--- config.mk ---
export PLATFORM = sky130hd
export DESIGN_NAME = mib_burst_master_flat
export DESIGN_NICKNAME = d
export VERILOG_FILES = /design/src/rtl/mib_burst_master_pkg.sv /design/src/rtl/mib_burst_master_if.sv /design/src/rtl/mib_ack_watchdog.sv /design/src/rtl/mib_burst_master.sv /design/src/flat_wrapper.sv
export SDC_FILE = /design/constraint.sdc
export NUM_CORES = 1
export LEC_CHECK = 0
export ABC_AREA = 1
export CAP_MARGIN = 20
export CORE_ASPECT_RATIO = 1.5
export CORE_MARGIN = 5
export CORE_UTILIZATION = 68
export CTS_CLUSTER_DIAMETER = 150
export CTS_CLUSTER_SIZE = 25
export DETAILED_ROUTE_END_ITERATION = 7
export DONT_BUFFER_PORTS = 1
export PLACE_DENSITY_LB_ADDON = 0.2
export SYNTH_ARGS = -nofsm -noshare
export SYNTH_HDL_FRONTEND = slang
export SYNTH_SLANG_ARGS = --single-unit
--- constraint.sdc ---
create_clock -name i_sysclk -period 6.75 [get_ports i_sysclk]
set_input_delay 0.3375 -clock i_sysclk [delete_from_list [all_inputs] [get_ports i_sysclk]]
set_output_delay 0.3375 -clock i_sysclk [all_outputs]
set_load 0.1 [all_outputs]
--- src/rtl/mib_burst_master_pkg.sv ---
// Shared types and beat-count helpers for the MIB burst master.
package mib_burst_master_pkg;

  localparam int MIB_D_BITS_DEF = 16;

  typedef enum logic [3:0] {
    ST_IDLE,
    ST_ADDR,
    ST_WDATA,
    ST_TURN,
    ST_WAIT_ACK,
    ST_RDATA,
    ST_RTURN,
    ST_NEXT,
    ST_DONE
  } mib_mst_state_t;

  function automatic int addr_beats(input int addr_bits, input int d_bits);
    return (addr_bits + d_bits - 1) / d_bits;
  endfunction

  function automatic int data_beats(input int data_bits, input int d_bits);
    return data_bits / d_bits;
  endfunction

endpackage

--- src/rtl/mib_burst_master_if.sv ---
// MIB bus pins between the burst master and the slave side; the tristate buffer lives above this.
interface mib_burst_master_if #(
  parameter int MIB_D_BITS = 16
);
  logic                  o_mib_start;
  logic                  o_mib_rd_wr_n;
  logic [MIB_D_BITS-1:0] o_mib_d;
  logic                  o_mib_d_oe;
  logic [MIB_D_BITS-1:0] i_mib_d;
  logic                  i_mib_slave_ack;

  modport master (
    output o_mib_start, o_mib_rd_wr_n, o_mib_d, o_mib_d_oe,
    input  i_mib_d, i_mib_slave_ack
  );

  modport slave (
    input  o_mib_start, o_mib_rd_wr_n, o_mib_d, o_mib_d_oe,
    output i_mib_d, i_mib_slave_ack
  );
endinterface

--- src/rtl/mib_ack_watchdog.sv ---
// Counts clocks while enabled; o_expire is high on the TIMEOUT_CLKS-th enabled clock.
module mib_ack_watchdog #(
  parameter int TIMEOUT_CLKS = 64
) (
  input  logic i_clk,
  input  logic i_rst,
  input  logic i_clear,
  input  logic i_enable,
  output logic o_expire
);
  localparam int CNT_BITS = $clog2(TIMEOUT_CLKS + 1);

  logic [CNT_BITS-1:0] r_cnt;

  always_ff @(posedge i_clk or posedge i_rst) begin
    if (i_rst) begin
      r_cnt <= '0;
    end else if (i_clear) begin
      r_cnt <= '0;
    end else if (i_enable && (r_cnt != CNT_BITS'(TIMEOUT_CLKS))) begin
      r_cnt <= r_cnt + CNT_BITS'(1);
    end
  end

  assign o_expire = i_enable && (r_cnt == CNT_BITS'(TIMEOUT_CLKS - 1));
endmodule

--- src/rtl/mib_burst_master.sv ---
// Bridges cscfg commands onto the MIB bus: address beats MS-first, data beats LS-first,
// auto-incrementing bursts with a per-word ack watchdog that aborts the remaining burst.
module mib_burst_master
  import mib_burst_master_pkg::*;
#(
  parameter int ADDR_BITS        = 24,
  parameter int DATA_BITS        = 32,
  parameter int MIB_D_BITS       = MIB_D_BITS_DEF,
  parameter int LEN_BITS         = 8,
  parameter int ACK_TIMEOUT_CLKS = 64,
  parameter logic [DATA_BITS-1:0] TIMEOUT_RDATA = DATA_BITS'(32'hDEAD_DEAD)
) (
  input  logic                 i_sysclk,
  input  logic                 i_arst,
  input  logic                 i_cmd_sel,
  input  logic                 i_cmd_rd_wr_n,
  input  logic [ADDR_BITS-1:0] i_cmd_addr,
  input  logic [LEN_BITS-1:0]  i_cmd_len,
  input  logic [DATA_BITS-1:0] i_cmd_wdata,
  output logic                 o_cmd_wdata_pop,
  output logic [DATA_BITS-1:0] o_cmd_rdata,
  output logic                 o_cmd_rdata_vld,
  output logic                 o_cmd_done,
  output logic                 o_cmd_timeout,
  output logic                 o_busy,
  mib_burst_master_if.master   mib
);
  localparam int AB     = addr_beats(ADDR_BITS, MIB_D_BITS);
  localparam int DB     = data_beats(DATA_BITS, MIB_D_BITS);
  localparam int AW_PAD = AB * MIB_D_BITS;
  localparam int MAXB   = (AB > DB) ? AB : DB;
  localparam int BEAT_W = $clog2(MAXB + 1);

  mib_mst_state_t          r_state, w_next_state;
  logic                    r_rd_wr_n;
  logic [ADDR_BITS-1:0]    r_addr;
  logic [LEN_BITS-1:0]     r_words_left;
  logic [BEAT_W-1:0]       r_beat;
  logic [DATA_BITS-1:0]    r_rdata;
  logic                    r_timeout;

  logic [AW_PAD-1:0]       w_addr_pad;
  logic [MIB_D_BITS-1:0]   w_addr_beat;
  logic [MIB_D_BITS-1:0]   w_data_beat;
  logic                    w_last_addr;
  logic                    w_last_data;
  logic                    w_ack;
  logic                    w_expire;
  logic                    w_more;

  assign w_addr_pad  = AW_PAD'(r_addr);
  assign w_last_addr = (r_beat == BEAT_W'(AB - 1));
  assign w_last_data = (r_beat == BEAT_W'(DB - 1));
  assign w_ack       = mib.i_mib_slave_ack;
  assign w_more      = (r_words_left != '0) && !r_timeout;
  assign o_cmd_rdata = r_rdata;

  mib_ack_watchdog #(
    .TIMEOUT_CLKS (ACK_TIMEOUT_CLKS)
  ) u_watchdog (
    .i_clk    (i_sysclk),
    .i_rst    (i_arst),
    .i_clear  (r_state != ST_WAIT_ACK),
    .i_enable (r_state == ST_WAIT_ACK),
    .o_expire (w_expire)
  );

  always_comb begin
    w_addr_beat = '0;
    for (int b = 0; b < AB; b++)
      if (r_beat == BEAT_W'(b)) w_addr_beat = w_addr_pad[(AB-1-b)*MIB_D_BITS +: MIB_D_BITS];
    w_data_beat = '0;
    for (int b = 0; b < DB; b++)
      if (r_beat == BEAT_W'(b)) w_data_beat = i_cmd_wdata[b*MIB_D_BITS +: MIB_D_BITS];
  end

  always_ff @(posedge i_sysclk or posedge i_arst) begin
    if (i_arst) r_state <= ST_IDLE;
    else        r_state <= w_next_state;
  end

  always_comb begin
    w_next_state        = r_state;
    o_busy              = (r_state != ST_IDLE);
    o_cmd_wdata_pop     = 1'b0;
    o_cmd_rdata_vld     = 1'b0;
    o_cmd_done          = 1'b0;
    o_cmd_timeout       = 1'b0;
    mib.o_mib_start     = 1'b0;
    mib.o_mib_rd_wr_n   = r_rd_wr_n;
    mib.o_mib_d         = '0;
    mib.o_mib_d_oe      = 1'b0;
    case (r_state)
      ST_IDLE: if (i_cmd_sel) w_next_state = ST_ADDR;
      ST_ADDR: begin
        mib.o_mib_d_oe  = 1'b1;
        mib.o_mib_d     = w_addr_beat;
        mib.o_mib_start = (r_beat == '0);
        if (w_last_addr) w_next_state = r_rd_wr_n ? ST_TURN : ST_WDATA;
      end
      ST_WDATA: begin
        mib.o_mib_d_oe  = 1'b1;
        mib.o_mib_d     = w_data_beat;
        o_cmd_wdata_pop = w_last_data;
        if (w_last_data) w_next_state = ST_TURN;
      end
      ST_TURN: w_next_state = ST_WAIT_ACK;
      // An ack on the expiry clock takes priority over the timeout.
      ST_WAIT_ACK: begin
        if (w_ack)         w_next_state = r_rd_wr_n ? ((DB > 1) ? ST_RDATA : ST_RTURN) : ST_NEXT;
        else if (w_expire) w_next_state = r_rd_wr_n ? ST_RTURN : ST_NEXT;
      end
      ST_RDATA: if (w_last_data) w_next_state = ST_RTURN;
      ST_RTURN: begin
        o_cmd_rdata_vld = 1'b1;
        w_next_state    = ST_NEXT;
      end
      ST_NEXT: w_next_state = w_more ? ST_ADDR : ST_DONE;
      ST_DONE: begin
        o_cmd_done    = 1'b1;
        o_cmd_timeout = r_timeout;
        w_next_state  = ST_IDLE;
      end
      default: w_next_state = ST_IDLE;
    endcase
  end

  always_ff @(posedge i_sysclk or posedge i_arst) begin
    if (i_arst) begin
      r_rd_wr_n    <= 1'b1;
      r_addr       <= '0;
      r_words_left <= '0;
      r_beat       <= '0;
      r_rdata      <= '0;
      r_timeout    <= 1'b0;
    end else begin
      case (r_state)
        ST_IDLE: if (i_cmd_sel) begin
          r_rd_wr_n    <= i_cmd_rd_wr_n;
          r_addr       <= i_cmd_addr;
          r_words_left <= i_cmd_len;
          r_beat       <= '0;
          r_timeout    <= 1'b0;
        end
        ST_ADDR:  r_beat <= w_last_addr ? '0 : r_beat + BEAT_W'(1);
        ST_WDATA: r_beat <= w_last_data ? '0 : r_beat + BEAT_W'(1);
        ST_WAIT_ACK: begin
          if (w_ack) begin
            if (r_rd_wr_n) r_rdata[MIB_D_BITS-1:0] <= mib.i_mib_d;
            r_beat <= BEAT_W'(1);
          end else if (w_expire) begin
            r_timeout <= 1'b1;
            if (r_rd_wr_n) r_rdata <= TIMEOUT_RDATA;
          end
        end
        ST_RDATA: begin
          for (int b = 1; b < DB; b++)
            if (r_beat == BEAT_W'(b)) r_rdata[b*MIB_D_BITS +: MIB_D_BITS] <= mib.i_mib_d;
          r_beat <= w_last_data ? '0 : r_beat + BEAT_W'(1);
        end
        ST_NEXT: begin
          r_beat <= '0;
          if (w_more) begin
            r_words_left <= r_words_left - LEN_BITS'(1);
            r_addr       <= r_addr + ADDR_BITS'(DATA_BITS / 8);
          end
        end
        ST_DONE: r_rd_wr_n <= 1'b1;
        default: ;
      endcase
    end
  end
endmodule

--- src/flat_wrapper.sv ---
// flat-port wrapper written by rule: the top's interface ports become plain ports
module mib_burst_master_flat import mib_burst_master_pkg::*;
#(
  parameter int ADDR_BITS        = 24,
  parameter int DATA_BITS        = 32,
  parameter int MIB_D_BITS       = MIB_D_BITS_DEF,
  parameter int LEN_BITS         = 8,
  parameter int ACK_TIMEOUT_CLKS = 64,
  parameter logic [DATA_BITS-1:0] TIMEOUT_RDATA = DATA_BITS'(32'hDEAD_DEAD)
)
  (i_sysclk, i_arst, i_cmd_sel, i_cmd_rd_wr_n, i_cmd_addr, i_cmd_len, i_cmd_wdata, o_cmd_wdata_pop, o_cmd_rdata, o_cmd_rdata_vld, o_cmd_done, o_cmd_timeout, o_busy, mib_o_mib_start, mib_o_mib_rd_wr_n, mib_o_mib_d, mib_o_mib_d_oe, mib_i_mib_d, mib_i_mib_slave_ack);
  mib_burst_master_if #(.MIB_D_BITS(MIB_D_BITS)) mib_i ();
  input  logic i_sysclk;
  input  logic i_arst;
  input  logic i_cmd_sel;
  input  logic i_cmd_rd_wr_n;
  input  logic [ADDR_BITS-1:0] i_cmd_addr;
  input  logic [LEN_BITS-1:0] i_cmd_len;
  input  logic [DATA_BITS-1:0] i_cmd_wdata;
  output logic o_cmd_wdata_pop;
  output logic [DATA_BITS-1:0] o_cmd_rdata;
  output logic o_cmd_rdata_vld;
  output logic o_cmd_done;
  output logic o_cmd_timeout;
  output logic o_busy;
  output wire logic [$bits(mib_i.o_mib_start)-1:0] mib_o_mib_start;
  output wire logic [$bits(mib_i.o_mib_rd_wr_n)-1:0] mib_o_mib_rd_wr_n;
  output wire logic [$bits(mib_i.o_mib_d)-1:0] mib_o_mib_d;
  output wire logic [$bits(mib_i.o_mib_d_oe)-1:0] mib_o_mib_d_oe;
  input wire logic [$bits(mib_i.i_mib_d)-1:0] mib_i_mib_d;
  input wire logic [$bits(mib_i.i_mib_slave_ack)-1:0] mib_i_mib_slave_ack;
  assign mib_o_mib_start = mib_i.o_mib_start;
  assign mib_o_mib_rd_wr_n = mib_i.o_mib_rd_wr_n;
  assign mib_o_mib_d = mib_i.o_mib_d;
  assign mib_o_mib_d_oe = mib_i.o_mib_d_oe;
  assign mib_i.i_mib_d = mib_i_mib_d;
  assign mib_i.i_mib_slave_ack = mib_i_mib_slave_ack;
  mib_burst_master #(.ADDR_BITS(ADDR_BITS), .DATA_BITS(DATA_BITS), .MIB_D_BITS(MIB_D_BITS), .LEN_BITS(LEN_BITS), .ACK_TIMEOUT_CLKS(ACK_TIMEOUT_CLKS), .TIMEOUT_RDATA(TIMEOUT_RDATA)) u_core (.i_sysclk(i_sysclk), .i_arst(i_arst), .i_cmd_sel(i_cmd_sel), .i_cmd_rd_wr_n(i_cmd_rd_wr_n), .i_cmd_addr(i_cmd_addr), .i_cmd_len(i_cmd_len), .i_cmd_wdata(i_cmd_wdata), .o_cmd_wdata_pop(o_cmd_wdata_pop), .o_cmd_rdata(o_cmd_rdata), .o_cmd_rdata_vld(o_cmd_rdata_vld), .o_cmd_done(o_cmd_done), .o_cmd_timeout(o_cmd_timeout), .o_busy(o_busy), .mib(mib_i));
endmodule
==> summary.md <==
| Metric | Value |
|---|---|
| Clock root cell | clkbuf_8 |
| CTS H-tree depth | 3 |
| Routed Antenna Nets | 0 |
| Max Root-Sink Buffers | 2 |
| Crit path largest cell delay | 790 ps |
| Share of layout cells above drive strength 1 | 0.106 |
| Die extent in y | 113 µm |
| Status | finished, final reports clean |
| Setup TNS | 0 ps |
| Nets | 773 |
| Post-route minimum period | 3310 ps |
| Later-pin clock latency in the skew report | 370 ps |
| Pre-CTS WS | 3870 ps |
| Grt total ovfl | 0 |
| Fin crit share | 0.490 |
| Hold WC Path Type | primary input to flop |
| Seq/Total Area, Yosys | 0.411 |
| All-Layer GR Usage | 0.322 |
| Core Util, Final | 0.775 |
| # DRC | 0 |
| Post-Syn Nets | 766 |
| I/O pin count | 141 |
| CTS tree | built |
| Average size of a mapped cell | 7.13 µm² |
| Largest net degree at the start of global routing | 80 |
| Vias/cell | 6.20 |
| Post-Route WL | 14.1 mm |
| Worst-margin pin slew | 1170 ps |
| Largest delay share family, worst path | simple AND/OR/NAND/NOR gates |
| Die X | 78.7 µm |
| First-pass GRT wire length | 22.3 mm |
| Seq cells post-synth | 79 |
| RSZ-0062 raised after global routing | no |
| CP arrival | 2970 ps |
| IO buf count | 0 |
| CP max FO | 17 |
| Clock-pin slew on the worst setup and hold paths | 90 ps |
| Worst Path Class, Setup | flop to output port |
| Area growth from synthesis to layout | 10.9% |
| Layout fillers | 502 |
| Final GP Congestion | 1.03 |
| DR vias | 4759 |
| Crit-path cells | nor2_1 > nand3_1 > nor2_4 > a22oi_1 > nand2_1 |
| Netlist Area Pre-Place | 4820 µm² |
| Vias in the first global route | 4671 |
| WP data required | 6410 ps |
| Initial antenna violation count | 1 |
| Clock Skew | 15.9 ps |
| Core Area | 6900 µm² |
| Die ar. | 8900 µm² |
| Placed wire-length estimate | 10.5 mm |
| Max Fclk | 0.302 GHz |
| CP startpoint kind | flop |
| Routed WL per cell | 18.3 µm |
| DRT Pass-1 Iters | 7 |
| Setup Viol. Count Final | 0 |
| CP Capture Type | output port |
| Max-slew violation count | 0 |
| 1st-iter DRT viols | 407 |
| Worst setup margin | 3440 ps |
| Cell variety after synth | 41 |
| Final Hold Fails | 0 |
| Max stage delay cell, worst path | nor2_4 |
| CTS buffer count | 9 |
| Site Rows | 37 |
| Bufs and invs on worst path | 0 |
| Synthesized netlist cell count | 676 |
| Total of max-cap violations | 0 |
| Rel. slew slack | 0.220 |
| Ys Warns | 0 |
| Clock sink count | 79 |
| Initial Util | 0.699 |
-- layer usage --
layer	up-vias	routed length (µm)	part of all wire	GRT usage
li1	2222	-	-	-
met1	2220	4940	0.35	0.355
met2	263	7100	0.50	0.562
met3	54	1440	0.10	0.0971
met4	0	594	0.042	0.148
met5	-	0	0	0
-- worst register-to-register path: stages, from the launching register on --
cell and delay (ps):
dfrtp_1 440, inv_2 140, nand4_4 340, inv_2 680, nand3_4 220, nand2_4 370
inv_2 250, nor2_1 180, nor2_2 50
-- sequential cells by signal, summed over array words and instances, names as in the netlist --
name,cells
u_core.u_watchdog.r_cnt,7
u_core.o_cmd_rdata,32
u_core.r_addr,24
u_core.r_timeout,1
u_core.r_words_left,8
u_core.r_beat,2
u_core.r_state,4
u_core.mib.o_mib_rd_wr_n,1
-- worst paths after layout --
path                            depth (start not counted)                  endpoint  slack, ps              start
worst min-delay path                                    2    u_core.o_cmd_rdata[13]         90    mib_i_mib_d[13]
worst max register to register                          8          u_core.r_addr[9]       3980  u_core.r_state[3]
min in group asynchronous                               3         u_core.r_addr[21]        370             i_arst
worst max-delay path                                    5            mib_o_mib_d[6]       3440  u_core.r_state[2]
worst min register to register                          2          u_core.r_addr[1]        500   u_core.r_addr[1]
max in group asynchronous                               4  u_core.mib.o_mib_rd_wr_n       5770             i_arst
-- cells in the final DEF, fill, tap and decap left out, types with 3 or more instances in the layout --
master / n
buf_16: 5
o22a_1: 11
a22oi_1: 11
clkbuf_8: 9
dfrtp_1: 78
o211ai_1: 11
nand3b_1: 3
clkbuf_16: 5
inv_1: 60
o21ai_0: 41
nand2_1: 236
nand2_4: 3
or2_2: 3
nor2_1: 71
nor3_1: 7
o21ai_2: 4
nand4_1: 5
nand3_1: 37
o21ai_1: 11
ha_1: 5
a31oi_1: 3
a21oi_1: 15
inv_2: 8
nand2_2: 5
buf_4: 3
nor2_2: 6
-- per-stage QoR --
step	instance area [µm²]	hold WS (ps)	cells
after floorplan	4820	443	676
after global placement	5040	454	745
after detailed placement	5060	465	746
after CTS	5260	85.6	762
after global routing	5340	92.5	767
final	5340	93.4	767
-- logic make-up (layout without fill, tap and decap cells) --
kind of cell             count (synthesis)  after routing  share of synthesized area
other                                    0              1                          0
XOR/XNOR                                 2              2                    0.00364
AND/OR/NAND/NOR                        386            386                      0.342
AO/OA/AOI/OAI                          116            116                      0.149
flip-flops                              79             79                      0.411
buffers and inverters                   88            100                     0.0826
adder cells (fa/ha/maj)                  5              5                     0.0130
-- area by class of cell --
class / count / area, µm² / share of cell area
Timing Repair Buffer: 16 / 322 / 0.0602
Multi-Input combinational cell: 509 / 2480 / 0.465
Inverter: 68 / 255 / 0.0478
Clock buffer: 9 / 124 / 0.0232
Clock inverter: 7 / 80.1 / 0.0150
Sequential cell: 79 / 1980 / 0.370
Tap cell: 78 / 97.6 / 0.0183
Antenna cell: 1 / 2.50 / 0.000468
-- what timing repair did --
action,4_1_cts,5_1_grt
setup endpoints to repair,0,0
hold buffers,0,1
gates resized for setup,0,0
buffers inserted,0,0
endpoints found under the hold margin,0,5
-- Yosys cell counts --
library cell / number / area [µm²]
a22oi_1: 11 / 82.6
ha_1: 5 / 62.6
o21bai_1: 2 / 15.0
nand2_1: 236 / 886
nor2_4: 1 / 11.3
clkbuf_1: 2 / 7.51
xnor2_1: 1 / 8.76
buf_2: 12 / 60.1
nor2_1: 73 / 274
o2111ai_1: 2 / 17.5
inv_1: 61 / 229
a31oi_1: 3 / 18.8
o21ai_1: 11 / 55.1
or2_2: 3 / 18.8
inv_2: 7 / 26.3
buf_6: 4 / 45.0
nand2_4: 3 / 33.8
nand4_1: 5 / 31.3
nand3b_1: 3 / 22.5
nand4_4: 1 / 21.3
o22a_1: 11 / 96.3
a211oi_1: 1 / 7.51
nand3_2: 2 / 20.0
dfrtp_1: 78 / 1950
a21oi_2: 2 / 17.5
nor4_1: 1 / 6.26
o21ai_2: 2 / 17.5
dfstp_2: 1 / 26.3
and2_1: 1 / 6.26
nor2_2: 5 / 31.3
nand2_2: 5 / 31.3
nor3_2: 1 / 10.0
xor2_1: 1 / 8.76
o211ai_1: 11 / 82.6
nand3_4: 1 / 17.5
a21oi_1: 15 / 75.1
o31ai_1: 2 / 15.0
buf_8: 2 / 30.0
o21ai_0: 43 / 215
nand3_1: 37 / 185
nor3_1: 8 / 40.0
Power is left out: the tool's default activity adds up to more than one toggle a clock period on the data nets, which glitch-free logic cannot reach.
